$ cat src/rtl/mem_pkg.sv
// Definitions shared by the memory-control decode stage and the load-response unit.
package mem_pkg;

  typedef logic [8:0] ext_type_t;

  // Bit positions within ext_type_t, listed MSB first as {lb,lbu,lh,lhu,lw,lwl,lwr,swl,swr}
  localparam int EXT_LB  = 8;
  localparam int EXT_LBU = 7;
  localparam int EXT_LH  = 6;
  localparam int EXT_LHU = 5;
  localparam int EXT_LW  = 4;
  localparam int EXT_LWL = 3;
  localparam int EXT_LWR = 2;
  localparam int EXT_SWL = 1;
  localparam int EXT_SWR = 0;

  typedef struct packed {
    ext_type_t   ext;
    logic [1:0]  off;
    logic [31:0] rt_old;
    logic [4:0]  dest;
    logic        kill;
  } load_meta_t;

endpackage

$ cat src/rtl/load_extract.sv
// Pure-combinational byte/half extraction, sign/zero extension and lwl/lwr merge of a read word.
module load_extract
  import mem_pkg::*;
(
  input  ext_type_t   ext,
  input  logic [1:0]  off,
  input  logic [31:0] rt_old,
  input  logic [31:0] rdata,
  output logic [31:0] result
);

  logic [31:0] shr_s;
  logic [15:0] half_s;
  logic [2:0]  off_p1_s;
  logic [31:0] lwl_s;
  logic [31:0] lwr_s;
  logic        unused_store_bits_s;

  assign unused_store_bits_s = ext[EXT_SWL] ^ ext[EXT_SWR];

  // Shifted/merged candidates; a 6-bit shift amount of 32 clears the lwl mask at off = 3
  always_comb begin
    shr_s    = rdata >> {off, 3'b000};
    half_s   = off[1] ? rdata[31:16] : rdata[15:0];
    off_p1_s = {1'b0, off} + 3'd1;
    lwl_s    = (rdata << {~off, 3'b000}) | (rt_old & (32'hFFFF_FFFF >> {off_p1_s, 3'b000}));
    lwr_s    = shr_s | (rt_old & ~(32'hFFFF_FFFF >> {off, 3'b000}));
  end

  // Select by load type; anything not exactly one-hot falls back to a plain word load
  always_comb begin
    result = rdata;
    case (ext[EXT_LB:EXT_LWR])
      7'b100_0000: result = {{24{shr_s[7]}}, shr_s[7:0]};
      7'b010_0000: result = {24'd0, shr_s[7:0]};
      7'b001_0000: result = {{16{half_s[15]}}, half_s};
      7'b000_1000: result = {16'd0, half_s};
      7'b000_0100: result = rdata;
      7'b000_0010: result = lwl_s;
      7'b000_0001: result = lwr_s;
      default:     result = rdata;
    endcase
  end

endmodule

$ cat src/rtl/load_resp_unit.sv
// In-order queue of issued-load metadata; pops on each read response and registers the writeback.
module load_resp_unit
  import mem_pkg::*;
#(
  parameter int DEPTH = 4
) (
  input  logic                       clk,
  input  logic                       resetn,
  input  logic                       req_valid,
  output logic                       req_ready,
  input  ext_type_t                  req_ext_type,
  input  logic [1:0]                 req_offset,
  input  logic [31:0]                req_rt_old,
  input  logic [4:0]                 req_dest,
  input  logic                       flush,
  input  logic                       rdata_valid,
  output logic                       rdata_ready,
  input  logic [31:0]                rdata,
  output logic                       wb_valid,
  input  logic                       wb_ready,
  output logic [31:0]                wb_data,
  output logic [4:0]                 wb_dest,
  output logic [$clog2(DEPTH):0]     pending
);

  localparam int PW = $clog2(DEPTH);
  localparam int CW = PW + 1;
  localparam logic [CW-1:0] DEPTH_C = CW'(DEPTH);

  load_meta_t    meta_q [DEPTH];
  load_meta_t    meta_d [DEPTH];
  logic [PW-1:0] wr_ptr_q, wr_ptr_d;
  logic [PW-1:0] rd_ptr_q, rd_ptr_d;
  logic [CW-1:0] count_q, count_d;
  logic          wb_valid_q, wb_valid_d;
  logic [31:0]   wb_data_q, wb_data_d;
  logic [4:0]    wb_dest_q, wb_dest_d;

  load_meta_t    head_s;
  logic          push_s;
  logic          pop_s;
  logic [31:0]   result_s;

  assign head_s      = meta_q[rd_ptr_q];
  assign req_ready   = (count_q != DEPTH_C);
  assign rdata_ready = (count_q != '0) && (!wb_valid_q || wb_ready || head_s.kill);
  assign push_s      = req_valid && req_ready;
  assign pop_s       = rdata_valid && rdata_ready;

  load_extract u_extract (
    .ext    (head_s.ext),
    .off    (head_s.off),
    .rt_old (head_s.rt_old),
    .rdata  (rdata),
    .result (result_s)
  );

  // Queue contents and pointers; kill is set on every slot because a push always rewrites it
  always_comb begin
    for (int i = 0; i < DEPTH; i++) begin
      meta_d[i] = meta_q[i];
      if (flush) begin
        meta_d[i].kill = 1'b1;
      end else begin
        meta_d[i].kill = meta_q[i].kill;
      end
    end
    wr_ptr_d = wr_ptr_q;
    rd_ptr_d = rd_ptr_q;
    if (push_s) begin
      meta_d[wr_ptr_q] = '{ext: req_ext_type, off: req_offset, rt_old: req_rt_old,
                           dest: req_dest, kill: flush};
      wr_ptr_d = wr_ptr_q + PW'(1);
    end else begin
      wr_ptr_d = wr_ptr_q;
    end
    if (pop_s) begin
      rd_ptr_d = rd_ptr_q + PW'(1);
    end else begin
      rd_ptr_d = rd_ptr_q;
    end
  end

  // Occupancy tracks push/pop so full and empty stay distinguishable after pointer wrap
  always_comb begin
    count_d = count_q;
    if (push_s && !pop_s) begin
      count_d = count_q + CW'(1);
    end else if (!push_s && pop_s) begin
      count_d = count_q - CW'(1);
    end else begin
      count_d = count_q;
    end
  end

  // Writeback register: flush wins over a same-cycle live load
  always_comb begin
    wb_valid_d = wb_valid_q;
    wb_data_d  = wb_data_q;
    wb_dest_d  = wb_dest_q;
    if (flush) begin
      wb_valid_d = 1'b0;
    end else if (pop_s && !head_s.kill) begin
      wb_valid_d = 1'b1;
      wb_data_d  = result_s;
      wb_dest_d  = head_s.dest;
    end else if (wb_ready) begin
      wb_valid_d = 1'b0;
    end else begin
      wb_valid_d = wb_valid_q;
    end
  end

  // State registers
  always_ff @(posedge clk or negedge resetn) begin
    if (!resetn) begin
      for (int i = 0; i < DEPTH; i++) begin
        meta_q[i] <= '0;
      end
      wr_ptr_q   <= '0;
      rd_ptr_q   <= '0;
      count_q    <= '0;
      wb_valid_q <= 1'b0;
      wb_data_q  <= 32'd0;
      wb_dest_q  <= 5'd0;
    end else begin
      for (int i = 0; i < DEPTH; i++) begin
        meta_q[i] <= meta_d[i];
      end
      wr_ptr_q   <= wr_ptr_d;
      rd_ptr_q   <= rd_ptr_d;
      count_q    <= count_d;
      wb_valid_q <= wb_valid_d;
      wb_data_q  <= wb_data_d;
      wb_dest_q  <= wb_dest_d;
    end
  end

  assign wb_valid = wb_valid_q;
  assign wb_data  = wb_data_q;
  assign wb_dest  = wb_dest_q;
  assign pending  = count_q;

endmodule
$ cat config.mk
export PLATFORM = sky130hd
export DESIGN_NAME = load_resp_unit
export DESIGN_NICKNAME = d
export VERILOG_FILES = /design/src/rtl/mem_pkg.sv /design/src/rtl/load_extract.sv /design/src/rtl/load_resp_unit.sv
export SDC_FILE = /design/constraint.sdc
export NUM_CORES = 1
export LEC_CHECK = 0
export BUFFER_PORTS_ARGS = -buffer_cell sky130_fd_sc_hd__buf_4
export CAP_MARGIN = 20
export CORE_MARGIN = 2
export CORE_UTILIZATION = 59
export DETAILED_ROUTE_END_ITERATION = 12
export GPL_TIMING_DRIVEN = 0
export HOLD_SLACK_MARGIN = 0.08
export MAX_ROUTING_LAYER = met4
export PLACE_DENSITY = 0.88
export REMOVE_ABC_BUFFERS = 1
export SLEW_MARGIN = 20
export SYNTH_ARGS = -nofsm -noshare
export SYNTH_HDL_FRONTEND = slang
export SYNTH_SLANG_ARGS = --single-unit
$ cat constraint.sdc
create_clock -name clk -period 3.2 [get_ports clk]
set_input_delay 0.8 -clock clk [delete_from_list [all_inputs] [get_ports clk]]
set_output_delay 0.8 -clock clk [all_outputs]
set_load 0.005 [all_outputs]
# After elaboration in Yosys (flattened, before gate mapping)
# Cells that the tools add are included.
dict set report word_totals {
  regBits 241
  wordCells 89
}
dict set report classes {
  addsub 5
  order_cmp 3
  eq_ne 7
  shift 4
  mux 18
  bitwise_logic 9
  n_reduce_logical 17
}
# op n
set op_table {}
lappend op_table {{$bwmux W196} 1}
lappend op_table {{$pmux W32 S6} 1}
lappend op_table {{$mux W148} 1}
lappend op_table {{$mux W49} 3}
lappend op_table {{$bmux W49 S2} 1}
lappend op_table {{$demux W49 S2} 1}
lappend op_table {{$and A32 B32 Y32} 2}
lappend op_table {{$or A32 B32 Y32} 2}
lappend op_table {{$not A32 Y32} 1}
lappend op_table {{$shl A32 B5 Y32} 1}
lappend op_table {{$shr A32 B5 Y32} 1}
lappend op_table {{$shr A32 B5 Y32 const A} 1}
lappend op_table {{$shr A32 B6 Y32 const A} 1}
lappend op_table {{$mux W16} 1}
lappend op_table {{$eq A7 B1 Y1 const B} 1}
lappend op_table {{$eq A7 B2 Y1 const B} 1}
lappend op_table {{$eq A7 B4 Y1 const B} 1}
lappend op_table {{$eq A7 B5 Y1 const B} 1}
lappend op_table {{$eq A7 B6 Y1 const B} 1}
lappend op_table {{$eq A7 B7 Y1 const B} 1}
lappend op_table {{$logic_and A1 B1 Y1} 7}
lappend op_table {{$mux W1} 7}
lappend op_table {{$ge A3 B3 Y1 const B} 2}
lappend op_table {{$mux W3} 2}
lappend op_table {{other kinds (14)} 21}

# Logic depth before layout (Yosys ltp)
# Gate-level depths: netlist (run 1).
dict set report logic_depth {
  ltp_word 10
  mapped_depth 10
  depth_no_buf 9
}

# Hierarchy
# Synthesis (run 1) repeated with hierarchy kept, for this count alone.
dict set report unflattened {
  cells_unflattened 875
  area_unflattened_um2 12609.6
}
# module n_inst cells_each area_each_um2 seq_area_each_um2
set by_module_without_submodules {}
lappend by_module_without_submodules {load_resp_unit 1 595 10236.1 6030.8}
lappend by_module_without_submodules {load_extract 1 280 2373.5 0.0}

# Worst setup path after synthesis (run 1)
# No wires, ideal clock.
dict set report synth_timing {
  kind {register -> register}
  startpoint {register rd_ptr_q[0]}
  endpoint {register wb_data_q[5], in the netlist wb_data[5]}
  setup_time_ns 0.130
  arrival_time_ns 2.401
  required_ns 3.070
  slack_ns 0.669
  stages_incl_launch_ff 10
  cell_sequence {dfrtp_1 > buf_6 > mux4_2 > nor4_4 > o211ai_2 > and2_4 > buf_6 > buf_6 > o31ai_1 > a31oi_1}
}
dict set report synth_via {
  elab_chain_len 9
}
# element line
set synth_lines {}
lappend synth_lines {{from (decl)} load_resp_unit.sv:33} ;# logic [PW-1:0] rd_ptr_q, rd_ptr_d;
lappend synth_lines {{from (signal assigned)} load_resp_unit.sv:131} ;# rd_ptr_q <= rd_ptr_d;
lappend synth_lines {{$not A2 Y3 (not written as such) *} load_resp_unit.sv:44} ;# assign head_s = meta_q[rd_ptr_q];
lappend synth_lines {{$bmux W49 S2 *} load_resp_unit.sv:44}
lappend synth_lines {{$mux W49 (not written as such) * (2 in a row)} load_resp_unit.sv:44}
lappend synth_lines {{$add A2 B1 Y3 (tied with other cells)} load_extract.sv:25} ;# off_p1_s = {1'b0, off} + 3'd1;
lappend synth_lines {{$shr A32 B6 Y32 (tied with other cells)} load_extract.sv:26} ;# lwl_s = (rdata << {~off, 3'b000}) | (rt_old & (32'hFFFF_FFFF >> {off_p1_s, 3'b000}));
lappend synth_lines {{$and A32 B32 Y32 (tied with other cells)} load_extract.sv:26}
lappend synth_lines {{$or A32 B32 Y32 (tied with other cells)} load_extract.sv:26}
lappend synth_lines {{$pmux W32 S6 / $reduce_and A2 Y1 (equally long branches)} --}
lappend synth_lines {{to (signal assigned)} load_resp_unit.sv:134} ;# wb_data_q <= wb_data_d;
lappend synth_lines {{to (decl)} load_resp_unit.sv:36} ;# logic [31:0] wb_data_q, wb_data_d;
# Mark *: on every way between the ends. The rest lies on a longest branch, timed or not. The select of a mux whose other input is x is not followed.
# A chain may end at the register's enable or synchronous reset.

# Final worst setup path (run 1)
dict set report layout_timing {
  startpoint {register rd_ptr_q[0]}
  endpoint {register wb_data_q[7], in the netlist wb_data[7]}
}
# The elaborated chain is that of the path after synthesis.

==> flow_summary.toml, run 1 <==
[worst_setup_path]
worstSetupStartpointType = "flip-flop"
slowest_stage = "mux4_2"
worstSetupStartpoint = "rd_ptr_q[0]$_DFFE_PN0P_"
regToRegStartpoint = "rd_ptr_q[0]$_DFFE_PN0P_"
crit_cells = 7
worstSetupPathType = "flip-flop to flip-flop"
cp_num_buf_inv = 1
endpoint_kind = "flip-flop"
worst_ep_required_time_ns = 3.62
crit_family = "simple AND/OR/NAND/NOR gates"
cp_cell_sequence = "buf_16, mux4_2, nor4_4, and3_4, and3_2, o31ai_1, a41oi_1"
r2r_end = "wb_data[7]$_DFFE_PN0P_"
cp.arrival_ns = 3.56
r2r_cells = 7
endpoint = "wb_data[7]$_DFFE_PN0P_"
r2r_slack_ns = 0.06
cp_max_fo = 33
max_stage_delay_ns = 0.64

[logic_synthesis]
ys_seq_elements = 233
synth.most_common_cell = "dfrtp_1"
yosys.area.top_type_share = 0.4971
syn_inst = 870
synth_area_mm2 = 0.01173
synth_area_leaders = "dfrtp_1 (50%), mux2_2 (19%), mux4_2 (9.8%)"
async_reset_ff_frac = 1.000
synth_common_cells = "dfrtp_1 (233), mux2_2 (198), nand2_1 (64)"
yosysWarnings = 0
synth_enable_flop_cells = 0
avgSynthCellArea_um2 = 13.48
yosys.area.top_type = "dfrtp_1"
ys_types = 48
synth_seq_area_share = 0.4971
synth_ff_type = "dfrtp_1"

[floorplan]
die-area_mm2 = 0.02102
initial_core_util = 0.6026
rows = 51
coreArea_mm2 = 0.01946
die_h_um = 145.0
num_io_pins = 129
die_x_um = 145.0

[pwr]
p_switching_mw = 5.914
pwr-share-clk = 0.172
combPwrFrac = 0.501
p_leak_nw = 6.062
power_frac_seq = 0.327
p_total_mw = 16.34
p_per_area_mw_per_mm2 = 1170
intPower_mw = 10.42
peakVddDrop_mv = 0.9380
p_sw_frac = 0.3620

[worst_hold_path]
worstHoldPathType = "input pin to asynchronous set/reset pin"

[global_route]
grt_max_degree = 84
grt_pass1_vias = 8806
grt.overflow.total = 0
grt_pass1_wl_mm = 47.46
grt_usage = 0.2918
antenna_found_initial = 0

[cts]
root_buffer = "clkbuf_16"
cts.sinks = 233
cts-buffers-inserted = 24
htree_num_levels = 1
clkLatencyLatePin_ns = 0.52
cts_tree = "done"
path_clk_slew_ns = 0.07
cts_hold_buf = 0
cts_max_path_buffers = 3

[timing]
slew_violations = 0
tightest_slew_ns = 0.7910
clock.fmax_mhz = 318.4
timing.hold.ws_ns = 0.2774
slew_headroom = 0.4722
finClkSkew_ns = 0.008533
rsz0062_at_grt = "false"
setup_viol_count_final = 0
setup_slack_ns = 0.05960
period_share = 0.9814
hold_viol = 0
period_minus_slack_ns = 3.140

[final_layout]
fin_nets = 1069
syn2layout_area_growth_pct = 19.05
fillCellCount = 1232
drive_gt1_frac = 0.4647
insertedDiodeCount = 0

[detailed_routing]
postRouteAntennaNets = 0
routed_wl_mm = 30.27
wl_per_cell_um = 24.08
vias_per_cell = 6.564
vias = 8251
drc_errors = 0
first_iter_violations = 710
drt_pre_antenna_iters = 7

[placement]
gp_congestion = 0.8140
port_buffers = 126
hpwl_mm = 18.15
preCtsSetupSlack_ns = -0.9204

[run_status]
outcome = "completed"

[job]
max-cap-violations = 0
==> cell type report <==
type                            count  area (µm²)  share of cell area
Inverter                           10       37.54            0.002688
Clock inverter                     11       112.6            0.008065
Multi-Input combinational cell    562        5680              0.4068
Tap cell                          265       331.6             0.02375
Timing Repair Buffer              146        1279             0.09158
Sequential cell                   233        5838              0.4181
Clock buffer                       30       684.4             0.04901
==> timing repair <==
| action | CTS | global route |
|---|---|---|
| gates cloned | 1 | 1 |
| resized for setup | 12 | 5 |
| setup endpoints to repair | 34 | 31 |
| endpoints found under the hold margin | 0 | 0 |
| setup buffers | 5 | 3 |
| pin swaps | 2 | 1 |
==> placed cells by master, fill, tap and decap left out, drive strengths merged, types with 17 or more instances in the layout <==
master | synthesis | final
o21ai | 31 | 32
dfrtp | 233 | 233
nor2 | 18 | 18
nand2 | 64 | 64
mux2 | 198 | 198
mux2i | 54 | 54
a21oi | 17 | 17
clkbuf | 37 | 31
buf | 29 | 145
mux4 | 54 | 54
==> stage by stage <==
step	utilization	instance area (µm²)	std cells	setup TNS (ns)
finish	0.7175	13960	1257	0
global route	0.7175	13960	1257	0
CTS	0.7131	13880	1253	0
detailed placement	0.6663	12970	1206	-21.32
global placement	0.6529	12710	1195	-349.47
floorplan	-	11430	804	-83.44
==> power groups by stage <==
stage                     sequential [mW]  combinational, mW  clock, mW
final                                5.34               8.18       2.81
after detailed placement             5.50               7.47          0
after global placement               5.48               6.92          0
after global routing                 5.49               8.66       2.99
after CTS                            5.34               7.89       2.84
after floorplan                      5.19               5.54          0
==> cell families after synthesis <==
group | after synthesis | share of synthesized area
and+or+nand+nor | 128 | 0.05483
AOI/OAI and AO/OA | 113 | 0.06550
buffers and inverters | 76 | 0.02870
xor gates and xnor gates | 8 | 0.005973
DFF | 233 | 0.4971
adders and majority gates | 6 | 0.007041
muxes | 306 | 0.3408
==> how the worst min path moves through the flow <==
stage                                     from  slack (ns)  cells after the start                 endpoint
final                                   resetn        0.28                      1  meta_q[161]$_DFFE_PN0P_
after global routing                    resetn        0.32                      1   meta_q[56]$_DFFE_PN0P_
after CTS                               resetn        0.31                      1   meta_q[56]$_DFFE_PN0P_
after detailed placement  meta_q[98]$_DFF_PN0_        0.46                      1     meta_q[98]$_DFF_PN0_
after global placement    meta_q[98]$_DFF_PN0_        0.46                      1     meta_q[98]$_DFF_PN0_
after floorplan           meta_q[98]$_DFF_PN0_        0.44                      1     meta_q[98]$_DFF_PN0_
==> worst reg2reg max path, stage by stage, from the launching register on <==
cell     delay [ns]
dfrtp_4        0.50
buf_16         0.21
mux4_2         0.65
nor4_4         0.39
and3_4         0.53
and3_2         0.42
o31ai_1        0.12
a41oi_1        0.24
==> routing by layer <==
metal / part of all wire / global-route usage / wire (µm) / vias to the layer above
met5: 0 / - / 0 / -
met4: 0.040 / 0.1149 / 1220 / 0
met3: 0.093 / 0.06258 / 2822 / 119
met2: 0.49 / 0.4643 / 14830 / 466
met1: 0.38 / 0.3705 / 11400 / 4187
li1: - / - / - / 3479
==> sequential cells by signal (all words and copies together), names as in the netlist <==
name,flops
wb_valid,1
meta_q,188
wb_dest,5
wb_data,32
wr_ptr_q,2
pending,3
rd_ptr_q,2
(Power assumes the default switching activity.)
==> inputs of run 2 (changes only) <==
--- a/config.mk
+++ b/config.mk
@@ -5,7 +5,7 @@
 export SDC_FILE = /design/constraint.sdc
 export NUM_CORES = 1
 export LEC_CHECK = 0
-export BUFFER_PORTS_ARGS = -buffer_cell sky130_fd_sc_hd__buf_4
+export BUFFER_PORTS_ARGS = -buffer_cell sky130_fd_sc_hd__buf_2
 export CAP_MARGIN = 20
 export CORE_MARGIN = 2
 export CORE_UTILIZATION = 59
==> run 2 against run 1 <==
Compared with the run above: combinational power shrank 2.8%; largest cell class unchanged; register-to-register slack better by 0.04 ns; routed wire length fell by 0.32%; maximum frequency grew 1.2%; count of clock-buffer cells in the layout up 4; design area down 2.0%.
==> flow_summary.toml, run 2 (synthesized netlist as in run 1, its figures left out) <==
[detailed_routing]
drc_errors = 0
vias_per_cell = 6.468
routed_wl_mm = 30.18
drt_pre_antenna_iters = 6
first_iter_violations = 599
wl_per_cell_um = 23.80
postRouteAntennaNets = 0
vias = 8201

[worst_setup_path]
worstSetupStartpoint = "rd_ptr_q[0]$_DFFE_PN0P_"
crit_path_frequent_cell = "buf_16"
regToRegStartpoint = "rd_ptr_q[0]$_DFFE_PN0P_"
r2r_cells = 9
worst_ep_required_time_ns = 3.59
cp.arrival_ns = 3.50
cp_cell_sequence = "buf_16, mux4_4, buf_16, mux2i_2, mux2_2, o21ai_4, buf_12, a221oi_1, o211ai_1"
slowest_stage = "mux4_4"
max_stage_delay_ns = 0.73
worstSetupStartpointType = "flip-flop"
worstSetupPathType = "flip-flop to flip-flop"
r2r_slack_ns = 0.1
cp_max_fo = 58
endpoint_kind = "flip-flop"
r2r_end = "wb_data[29]$_DFFE_PN0P_"

[worst_hold_path]
worstHoldPathType = "input pin to asynchronous set/reset pin"

[floorplan]
die_h_um = 145.0
die_x_um = 145.0
rows = 51
initial_core_util = 0.6026
die-area_mm2 = 0.02102
coreArea_mm2 = 0.01946
num_io_pins = 129

[timing]
hold_viol = 0
slew_violations = 0
clock.fmax_mhz = 322.2
tns_ns = 0
period_share = 0.9699
setup_viol_count_final = 0
period_minus_slack_ns = 3.104
tightest_slew_ns = 0.7818
finClkSkew_ns = 0.02705
slew_headroom = 0.4788

[global_route]
antenna_found_initial = 6
grt_usage = 0.2882
grt_pass1_wl_mm = 46.53
grt_max_degree = 74
grt.overflow.total = 0
grt_pass1_vias = 8676

[pwr]
p_leak_nw = 5.972
p_per_area_mw_per_mm2 = 1181
peakVddDrop_mv = 0.8591
p_total_mw = 16.16

[cts]
clkLatencyLatePin_ns = 0.53
cts_max_path_buffers = 3
htree_num_levels = 1
cts_tree = "done"
cts.sinks = 233
cts_hold_buf = 0
path_clk_slew_ns = 0.06
cts-buffers-inserted = 25
root_buffer = "clkbuf_16"

[placement]
dpl-instance-area_mm2 = 0.01267
gp_congestion = 0.8425
port_buffers = 126
hpwl_mm = 17.99
dp_cells = 1206

[final_layout]
mostFrequentLayoutCells = "dfrtp_1 (231), mux2_2 (198), buf_2 (125)"
fin_area_mm2 = 0.01369
drive_gt1_frac = 0.4654
final_common_cell = "dfrtp_1"
syn2layout_area_growth_pct = 16.71
top_register = "meta_q"
largest_reg_flops = 188
final_util = 0.7033
finalNonFillerCells = 1268
fin_nets = 1072

[run_status]
outcome = "completed"

[job]
max-cap-violations = 0
==> run 2: how the worst max path moves through the flow <==
stage	end	slack (ns)	depth (start not counted)
2_1_floorplan	wb_data[30]$_DFFE_PN0P_	-2.54	6
3_3_place_gp	wb_data[30]$_DFFE_PN0P_	-6.18	6
3_5_place_dp	wb_data[30]$_DFFE_PN0P_	-0.87	7
4_1_cts	wb_data[31]$_DFFE_PN0P_	-0.003	7
5_1_grt	wb_data[29]$_DFFE_PN0P_	-0.03	9
6_report	wb_data[29]$_DFFE_PN0P_	0.1	9
==> run 2: power breakdown <==
group / switching (mW) / internal, mW
Combinational: 3.83 / 4.12
Sequential: 0.907 / 4.44
Clock: 1.17 / 1.69
==> run 2: per-layer routing <==
layer	track usage	wire, µm
met5	-	0
met3	0.05723	2501
met1	0.3609	11520
met4	0.1025	1124
met2	0.4729	15030
==> run 2: metrics by stage <==
stage | worst slack (ns) | hold WS [ns]
after floorplan | -2.542 | 0.4437
after global placement | -6.175 | 0.4551
after detailed placement | -0.8750 | 0.4609
after CTS | -0.002577 | 0.1612
after global routing | -0.02597 | 0.1764
final | 0.09640 | 0.1483
==> run 2: final cells by class <==
cell class	count	area [µm²]
Multi-Input combinational cell	562	5664
Clock inverter	10	112.6
Timing Repair Buffer	148	989.7
Fill cell	1296	5774
Sequential cell	233	5838
Tap cell	265	331.6
Antenna cell	6	15.01
Clock buffer	34	699.4
Inverter	10	37.54
==> run 2: critical path, delay by kind of cell, from the launching register on <==
kind            cells  cell delay, ns
flops               1            0.49
compound gates      3            0.50
buf+inv             3            0.62
mux                 3            1.34
==> run 2: timing repair <==
action | 4_1_cts | 5_1_grt
setup buffers | 10 | 0
endpoints found under the hold margin | 0 | 0
pin swaps | 1 | 2
endpoints found under the setup margin | 33 | 30
gates cloned | 0 | 2
resized for setup | 10 | 8
==> inputs of run 3 (changes only) <==
--- a/config.mk
+++ b/config.mk
@@ -8,12 +8,12 @@
 export BUFFER_PORTS_ARGS = -buffer_cell sky130_fd_sc_hd__buf_2
 export CAP_MARGIN = 20
 export CORE_MARGIN = 2
-export CORE_UTILIZATION = 59
+export CORE_UTILIZATION = 53
 export DETAILED_ROUTE_END_ITERATION = 12
 export GPL_TIMING_DRIVEN = 0
 export HOLD_SLACK_MARGIN = 0.08
 export MAX_ROUTING_LAYER = met4
-export PLACE_DENSITY = 0.88
+export PLACE_DENSITY = 0.84
 export REMOVE_ABC_BUFFERS = 1
 export SLEW_MARGIN = 20
 export SYNTH_ARGS = -nofsm -noshare
==> constraint.sdc (replaced) <==
create_clock -name clk -period 2.65 [get_ports clk]
set_input_delay 0.6625 -clock clk [delete_from_list [all_inputs] [get_ports clk]]
set_output_delay 0.6625 -clock clk [all_outputs]
set_load 0.005 [all_outputs]
==> run 3 against run 2 <==
Compared with the run above: die area up 11%; the run now ends with negative setup slack left; highest routed layer unchanged; register-to-register slack lost 0.22 ns; sequential share of layout area is 2.8 points lower; maximum frequency grew 12%; total power grew 36%; critical path type unchanged; design area increased by 7.1%; sequential power grew 20%; combinational power is 52% higher.
==> flow_summary.toml, run 3 (synthesized netlist as in run 1, its figures left out) <==
[run_status]
outcome = "complete, but fails checks"
violations = "negative setup slack"

[cts]
cts.sinks = 233
cts_tree = "done"
htree_num_levels = 1
cts_max_path_buffers = 3
path_clk_slew_ns = 0.07
root_buffer = "clkbuf_16"
cts-buffers-inserted = 25
clkLatencyLatePin_ns = 0.53

[placement]
port_buffers = 126
dp_cells = 1223
hpwl_mm = 18.38
gp_congestion = 0.8259
preCtsSetupSlack_ns = -1.592

[timing]
tns_ns = -2.008
clock.fmax_mhz = 360.5
period_minus_slack_ns = 2.774
finClkSkew_ns = 0.01173
rsz0062_at_grt = "true"
hold_viol = 0
tightest_slew_ns = 0.6533
period_share = 1.047
slew_violations = 0
setup_viol_count_final = 33
setup_slack_ns = -0.1239
slew_headroom = 0.5645

[worst_setup_path]
cp_max_fo = 8
endpoint_kind = "flip-flop"
worst_ep_required_time_ns = 3.05
worstSetupPathType = "flip-flop to flip-flop"
cp.arrival_ns = 3.17
worstSetupStartpointType = "flip-flop"

[global_route]
antenna_found_initial = 9
grt_usage = 0.2822
grt_max_degree = 102
grt_pass1_vias = 8907
grt_pass1_wl_mm = 50.35
grt.overflow.total = 0

[detailed_routing]
routed_wl_mm = 35.29
wl_per_cell_um = 26.16
first_iter_violations = 989
vias = 8896
drt_pre_antenna_iters = 6
postRouteAntennaNets = 0
vias_per_cell = 6.595
drc_errors = 0

[floorplan]
die_h_um = 152.8
coreArea_mm2 = 0.02176
num_io_pins = 129
rows = 54
die-area_mm2 = 0.02334
initial_core_util = 0.5391
die_x_um = 152.8

[pwr]
peakVddDrop_mv = 0.6849
p_total_mw = 21.95
p_per_area_mw_per_mm2 = 1497
p_leak_nw = 6.443

[final_layout]
fin_nets = 1134
mostFrequentLayoutCells = "dfrtp_1 (231), mux2_2 (197), buf_2 (125)"
drive_gt1_frac = 0.5160
finalNonFillerCells = 1349
final_util = 0.6740
top_register = "meta_q"
largest_reg_flops = 188
syn2layout_area_growth_pct = 25.02
final_common_cell = "dfrtp_1"

[job]
max-cap-violations = 0

[worst_hold_path]
worstHoldPathType = "input pin to flip-flop"
==> run 3: worst paths after layout <==
path	slack (ns)	to	cells after the start	start
min in group asynchronous	0.59	meta_q[169]$_DFFE_PN0P_	2	resetn
worst max register to register	-0.12	wb_data[16]$_DFFE_PN0P_	7	rd_ptr_q[0]$_DFFE_PN0P_
worst min-delay path	0.41	meta_q[67]$_DFFE_PN0P_	2	req_rt_old[12]
worst min register to register	0.47	wb_dest[0]$_DFFE_PN0P_	2	wb_dest[0]$_DFFE_PN0P_
max in group asynchronous	0.76	rd_ptr_q[0]$_DFFE_PN0P_	4	resetn
worst max-delay path	-0.12	wb_data[16]$_DFFE_PN0P_	7	rd_ptr_q[0]$_DFFE_PN0P_
==> run 3: critical path, cell delays in order, from the launching register on <==
cell	delay, ns
dfrtp_4	0.47
buf_16	0.14
mux4_4	0.71
buf_16	0.20
buf_6	0.15
mux4_2	0.43
a221oi_1	0.39
o211ai_1	0.14
==> run 3: through the flow <==
step                      instance area, µm²  hold slack [ns]
after detailed placement               12740           0.4572
after CTS                              14190           0.4077
after floorplan                        11430           0.3669
final                                  14660           0.4146
after global routing                   14660           0.4102
after global placement                 12410           0.4543
==> run 3: cell type report <==
cell class                 count  area, µm²
antenna                        9      22.52
clock buffer                  38      734.5
clock inverter                 7      62.56
fill                        1435       7093
inverter                      10      37.54
multi-input combinational    565       5871
sequential                   233       5838
tap                          280      350.3
timing repair buffer         207       1747
==> run 3: what timing repair did <==
item	4_1_cts	5_1_grt
pin swaps	13	33
resized for setup	34	43
setup buffers	36	25
endpoints found under the setup margin	41	34
gates cloned	7	4
hold buffers	1	0
hold endpoints to repair	33	0
==> run 3: power breakdown <==
group          internal (mW)  leakage (nW)  switching, mW
Clock                   2.00         0.393           1.43
Sequential              5.37          2.78           1.03
Combinational           6.39          3.27           5.73
Total                   13.8          6.44           8.19
==> run 3: routing by layer <==
| layer | wire length (µm) | GRT usage | vias to the layer above |
|---|---|---|---|
| met5 | 0 | - | - |
| li1 | - | - | 3635 |
| met1 | 12820 | 0.3566 | 4505 |
| met3 | 3683 | 0.07509 | 151 |
| met2 | 17140 | 0.4444 | 605 |
| met4 | 1640 | 0.09832 | 0 |
